## src/rtl/exc_commit_ctrl.sv

```systemverilog
// exc_commit_ctrl
//   Commits exceptions, interrupts, ERET and MTC0 at the write-back stage.
//   Exceptions and ERET flush the younger pipeline stages. After that flush,
//   the block issues a fetch redirect and holds it until fetch accepts it.
//
// Parameters
//   EX_VECTOR   exception entry address (BEV=1)
//   SHADOW_CYC  interrupt-mask cycles after an MTC0 to Status or Cause
//
// Ports
//   clk, reset            clock; synchronous active-high reset
//   ws_*                  write-back stage instruction and its commit attributes
//   c0_status/cause/epc   current CP0 register values
//   redirect_ready        fetch accepts the redirect
//   wb_ex, eret_flush     one-cycle commit pulses to CP0
//   wb_excode/pc/bd/badvaddr  committed exception attributes
//   mtc0_we               gated CP0 write enable
//   pipe_flush            kill all younger stages
//   redirect_valid/pc     redirect request and its target
//   busy                  controller is not in IDLE
module exc_commit_ctrl #(
   parameter logic [31:0] EX_VECTOR  = 32'hBFC00380,
   parameter int unsigned SHADOW_CYC = 2
) (
   input  logic        clk,
   input  logic        reset,
   input  logic        ws_valid,
   input  logic [31:0] ws_pc,
   input  logic        ws_bd,
   input  logic        ws_ex,
   input  logic [4:0]  ws_excode,
   input  logic [31:0] ws_badvaddr,
   input  logic        ws_eret,
   input  logic        ws_mtc0,
   input  logic [7:0]  ws_c0_addr,
   input  logic [31:0] c0_status,
   input  logic [31:0] c0_cause,
   input  logic [31:0] c0_epc,
   input  logic        redirect_ready,
   output logic        wb_ex,
   output logic        eret_flush,
   output logic [4:0]  wb_excode,
   output logic [31:0] wb_pc,
   output logic        wb_bd,
   output logic [31:0] wb_badvaddr,
   output logic        mtc0_we,
   output logic        pipe_flush,
   output logic        redirect_valid,
   output logic [31:0] redirect_pc,
   output logic        busy
);

   localparam int unsigned SW = (SHADOW_CYC < 1) ? 1 : $clog2(SHADOW_CYC + 1);

   typedef enum logic [1:0] {
      IDLE,
      DRAIN,
      REDIRECT
   } state_t;

   state_t         state_q, state_d;
   logic [SW-1:0]  shadow_q, shadow_d;
   logic [31:0]    target_q, target_d;

   logic commit;
   logic int_req;
   logic take_int;
   logic take_ex;
   logic take_eret;
   logic shadow_hit;

   // Status/Cause bits that play no part in interrupt qualification
   logic unused_c0_bits;
   assign unused_c0_bits = ^{c0_status[31:16], c0_status[7:2],
                             c0_cause[31:16], c0_cause[7:0]};

   always_comb begin
      // Commit is also suppressed while reset is held, so no pulse leaks
      // to CP0 in the reset cycle itself.
      commit    = (state_q == IDLE) & ws_valid & ~reset;
      int_req   = c0_status[0] & ~c0_status[1]
                & (|(c0_status[15:8] & c0_cause[15:8]))
                & (shadow_q == '0);
      take_int  = commit & int_req;
      take_ex   = commit & ~int_req & ws_ex;
      take_eret = commit & ~int_req & ~ws_ex & ws_eret;

      wb_ex       = take_int | take_ex;
      eret_flush  = take_eret;
      wb_excode   = take_int ? 5'h00 : ws_excode;
      wb_pc       = ws_pc;
      wb_bd       = ws_bd;
      wb_badvaddr = ws_badvaddr;
      // An ERET alongside an MTC0 does not block the write; only
      // interrupt and exception do.
      mtc0_we     = commit & ws_mtc0 & ~int_req & ~ws_ex;

      pipe_flush     = wb_ex | eret_flush | (state_q == DRAIN);
      redirect_valid = (state_q == REDIRECT);
      redirect_pc    = target_q;
      busy           = (state_q != IDLE);
   end

   always_comb begin
      state_d    = state_q;
      target_d   = target_q;
      shadow_d   = shadow_q;
      shadow_hit = mtc0_we & ((ws_c0_addr == 8'h60) | (ws_c0_addr == 8'h68));

      if (shadow_hit) begin
         shadow_d = SW'(SHADOW_CYC);
      end else if (shadow_q != '0) begin
         shadow_d = shadow_q - 1'b1;
      end

      if (wb_ex) begin
         target_d = EX_VECTOR;
      end else if (eret_flush) begin
         target_d = c0_epc;
      end

      unique case (state_q)
         IDLE:     if (wb_ex | eret_flush) state_d = DRAIN;
         DRAIN:    state_d = REDIRECT;
         REDIRECT: if (redirect_ready) state_d = IDLE;
         default:  state_d = IDLE;
      endcase
   end

   always_ff @(posedge clk) begin
      if (reset) begin
         state_q  <= IDLE;
         shadow_q <= '0;
         target_q <= '0;
      end else begin
         state_q  <= state_d;
         shadow_q <= shadow_d;
         target_q <= target_d;
      end
   end

endmodule

```

## config.mk

```make
export PLATFORM = sky130hd
export DESIGN_NAME = exc_commit_ctrl
export DESIGN_NICKNAME = d
export VERILOG_FILES = /design/src/rtl/exc_commit_ctrl.sv
export SDC_FILE = /design/constraint.sdc
export NUM_CORES = 1
export LEC_CHECK = 0
export BUFFER_PORTS_ARGS = -buffer_cell sky130_fd_sc_hd__buf_2
export CELL_PAD_IN_SITES_DETAIL_PLACEMENT = 0
export CELL_PAD_IN_SITES_GLOBAL_PLACEMENT = 1
export CORE_AREA = 2 2 111 113
export DETAILED_ROUTE_END_ITERATION = 6
export DIE_AREA = 0 0 113 115
export GPL_ROUTABILITY_DRIVEN = 0
export GPL_TIMING_DRIVEN = 0
export PLACE_DENSITY_LB_ADDON = 0.1
export SLEW_MARGIN = 20
export SYNTH_ARGS = -nofsm -noshare
export SYNTH_HDL_FRONTEND = slang
export SYNTH_SLANG_ARGS = --single-unit
```

## constraint.sdc

```tcl
create_clock -name clk -period 2.4 [get_ports clk]
set_clock_uncertainty 0.05 [all_clocks]
set_input_delay 0.12 -clock clk [delete_from_list [all_inputs] [get_ports clk]]
set_output_delay 0.12 -clock clk [all_outputs]
set_load 0.03 [all_outputs]
```

Word-level counts from Yosys, hierarchy flattened. Cells that the tools add are included.

$add $sub $neg: 1. Eq/ne operators: 6. Multiplexer cells: 8. Bitwise operators: 23. Reductions and logical operators: 10.

Operators with widths (number): $mux 32 (2); $eq 8x7->1 const B (2); $and 1x1->1 (14); $and 8x8->8 (1); $mux 2 (4); $reduce_bool 2->1 (4); $reduce_or 8->1 (1); $pmux 2 s3 (1); $mux 5 (1); $logic_not 2->1 (2); $not 1->1 (4); $or 1x1->1 (4); $reduce_or 2->1 (2); $eq 2x1->1 const B (1); $eq 2x2->1 const B (1); $ne 2x1->1 const B (1); $ne 2x2->1 const B (1); $reduce_and 2->1 (1); $sub 2x1->2 const B (1).

Bits in registers: 36. Input bits: 181. Output and inout bits: 108. Logic and storage cells: 53.

Longest topological paths before layout.
Word-level depth: 11. Mapped depth: 6. Mapped depth without buffers: 5.

Worst setup path before layout. Ideal clock, no wire load.

Path kind: reg2out. Start: register shadow_q[1]. End: output port pipe_flush. Arrival: 1.663 ns. Data required time: 2.230 ns. Slack: 0.567 ns. Stages on the path, launching flop included: 6. Path buffers: 1. Cells stage by stage: dfxtp_1 -> or4b_4 -> a41oi_4 -> o31ai_1 -> buf_2 -> nand2_1.

Longest elaborated chain between the ends: 8. Elaborated cells between the ends (all ways): 11. Classes of those cells: bitwise: 10; reduce/logical: 1.

Ends and longest elaborated chain: start: declaration (line 62) `logic [SW-1:0] shadow_q, shadow_d;`; start signal: assignment (line 137) `shadow_q <= shadow_d;`; $logic_not 2->1 * (line 83) `& (shadow_q == '0);`; $and 1x1->1 * (line 83); $not 1->1 (line 85, 86); $and 1x1->1 (line 85, 86); $and 1x1->1, on equally long branches (line 85, 86); $or 1x1->1 / $and 1x1->1 (equally long branches) (line 88, 86); $or 1x1->1 * (2 in series) (line 98) `pipe_flush = wb_ex | eret_flush | (state_q == DRAIN);`; end: declaration (line 47) `output logic pipe_flush,`.

Every way passes the cells marked *; elsewhere a longest branch is shown, timed or not.

Worst setup path after layout. Same ends and word-level chain as after synthesis.

==> impl_metrics.csv <==
group,metric,value,unit
synth,yosys.area.top_type_share,38.89,%
sta,rsz0062_at_grt,"no",
die,initial_core_util,15.69,%
cts,cts_sinks,36,
grt,overflow,0,
critical_path,cp_slowest_cell,"or4b_4",
layout,antenna_cells,0,
layout,regArea,720.7,µm²
synth,synth_commonest_cells,"65 x buf_4, 36 x dfxtp_1, 20 x a22o_1",
synth,syn_inst,190,
layout,multi_input_area,603.1,µm²
detailed_routing,viasPerCell,3.802,
power,powerDensity,598.8,nW/µm²
sta,finalHoldViolCount,0,
synth,synth.area.top_cells,"dfxtp_1 39%, buf_4 26%, a22o_1 9.5%, a2bb2oi_1 6.1%, nand2_1 3.2%",
die,die-area,13000,µm²
critical_path,cp.buffers_inverters,2,
sta,setup_ws,110.0,ps
die,row_count,40,
die,coreArea,11810,µm²
layout,drive_above_1_share,68.97,%
critical_path,rrSetupSlack,430,ps
placement,dp_slack,55.00,ps
cts,path_clk_slew,60,ps
critical_path,crit_chain,"or4b_4 -> a41oi_4 -> o31ai_2 -> buf_2 -> nand2_1 -> buf_2",
power,p_switching,0.0005940,W
critical_path,endpoint_kind,"output pin",
sta,fin_crit_sh,95.42,%
synth,ys_types,30,
synth,yosys_warnings,0,
critical_path,cp_top_family,"simple AND/OR/NAND/NOR gates",
power,switching_share,31.88,%
power,p_int,0.001269,W
detailed_routing,drtPass1Iterations,7,
power,irDropWorstVdd,0.2587,mV
placement,portBuffers,176,
sta,worstMarginPinSlew,563.9,ps
critical_path,criticalPathCategory,"reg2out",
cts,cts_setup_buffers,0,
cts,cts_made_buffers,5,
grt,grt_max_degree,12,
die,io_pins,289,
grt,antenna_found_initial,0,
outcome,status,"finished, violations left",
layout,final_nets,557,
detailed_routing,ant_nets,0,
outcome,violations,"design-rule violations",
detailed_routing,vias,1992,
synth,synth_nets,371,
synth,syn_area,1853,µm²
power,p_leak,1.687,nW
layout,layout.cells.non_filler,524,
job,drv_cap,0,
synth,async_flop_share,0,%
synth,synth-edff-count,0,
placement,place_inst,513,
sta,finalCriticalPeriod,2290,ps
layout,fill_cells,1329,
synth,syn_area_per_cell,9.753,µm²
synth,ys_seq_elements,36,
sta,slew_violations,0,
layout,area_growth,67.93,%
critical_path,crit_fanout,10,
critical_path,required,2230,ps
cts,htreeDepth,2,
die,dieWidth,113,µm
die,die_y,115,µm
placement,place_hpwl,5.107,mm
power,power.clock.fraction,35.6,%
critical_path,max_stage_delay,560,ps
power,p_seq_share,35.0,%
cts,cts_tree,"done",
detailed_routing,routed_wirelength,6.182,mm
power,comb_power_share,29.4,%
detailed_routing,drcViolationCount,19,
grt,grtUsageTotal,8.568,%
synth,ys_seq_area_share,38.89,%
synth,synth_area_leader_cell,"dfxtp_1",
cts,cts.root.buffer_cell,"clkbuf_16",
detailed_routing,wire_per_inst,11.80,µm
sta,fmax,0.4367,GHz
synth,yosysMostFrequentCell,"buf_4",
cts,clock_insertion_delay_worst_skew,270,ps
cts,clockBufferDepth,2,
min_path,worstHoldPathType,"in2reg",
critical_path,start_kind,"flop",
critical_path,worstPathArrival,2120,ps
detailed_routing,drtIter0Drc,47,
grt,grt_pass1_wl,8.666,mm
sta,timing.setup.tns,0,ps
sta,final-setup-viol-count,0,
critical_path,critPathMostFrequentCell,"buf_2",
sta,slew_headroom,61.92,%
grt,grt_pass1_vias,1704,
sta,hold_ws,7.565,ps
synth,synth_ff_type,"dfxtp_1",
cell usage in the layout (no fill, tap or decap), types with 2 or more instances in the layout:
cell type        n
clkbuf_16        5
dfxtp_1         36
clkbuf_1         4
dlygate4sd3_1    3
nor3_1           2
a2bb2oi_1       13
nand2b_1         2
and2_1           5
a22o_1          20
buf_4           65
nand2_1         16
nor4b_1          2
a22oi_1          4
buf_2          178
inv_1            2
buf_6            2
layer usage:
| layer | GRT usage (%) | wire (µm) | vias to the layer above |
|---|---|---|---|
| met5 | 0 | 0 | - |
| met4 | 2.195 | 45 | 0 |
| met3 | 2.478 | 725 | 5 |
| met2 | 16.09 | 3259 | 125 |
| met1 | 9.483 | 2152 | 888 |
| li1 | - | - | 974 |
kinds of logic (layout without fill, tap and decap cells):
| kind of cell | Yosys count | after routing | synth area share [%] |
|---|---|---|---|
| buffers and inverters | 75 | 262 | 29.30 |
| AOI/OAI and AO/OA | 43 | 43 | 20.73 |
| DFF | 36 | 36 | 38.89 |
| and+or+nand+nor | 36 | 36 | 11.07 |
state kept, by name (all words and copies together), names as in the netlist:
name         flops
shadow_q         2
state_q          2
redirect_pc     32
worst paths after layout:
check,depth (start not counted),from,endpoint
worst max-delay path,6,shadow_q[1]$_SDFFE_PP0P_,pipe_flush
worst min-delay path,2,c0_epc[10],redirect_pc[10]$_SDFFE_PP0N_
worst max register to register,6,shadow_q[1]$_SDFFE_PP0P_,redirect_pc[17]$_SDFFE_PP0N_
worst min register to register,2,redirect_pc[25]$_SDFFE_PP0P_,redirect_pc[25]$_SDFFE_PP0P_
power by group through the flow:
stage | registers, W | clock network (W) | logic, W
2_1_floorplan | 0.000732 | 0 | 0.000307
3_3_place_gp | 0.000665 | 0 | 0.000548
3_5_place_dp | 0.000664 | 0 | 0.000550
4_1_cts | 0.000652 | 0.000698 | 0.000555
5_1_grt | 0.000657 | 0.000720 | 0.000584
6_report | 0.000652 | 0.000664 | 0.000548
cell type report:
cell class / instances / share of cell area, %
repair buffers: 179 / 29.27
flip-flops and latches: 36 / 23.16
multi-input cells: 79 / 19.38
plain buffers: 72 / 17.09
well taps: 147 / 5.911
clock buffers: 7 / 4.584
inverters: 3 / 0.3619
clock inverters: 1 / 0.2413
stage by stage:
| stage | power (W) | utilization, % | area, µm² |
|---|---|---|---|
| 2_1_floorplan | 0.001039 | - | 1853 |
| 3_3_place_gp | 0.001213 | 24.70 | 2918 |
| 3_5_place_dp | 0.001214 | 24.70 | 2918 |
| 4_1_cts | 0.001905 | 26.27 | 3103 |
| 5_1_grt | 0.001961 | 26.35 | 3112 |
| 6_report | 0.001863 | 26.35 | 3112 |
what timing repair did:
item                       4_1_cts  5_1_grt
setup endpoints to repair        1        2
hold buffers                     3        0
pin swaps                        0        0
gates resized for setup          1        1
hold endpoints to repair         3        0
(Power assumes the default switching activity.)
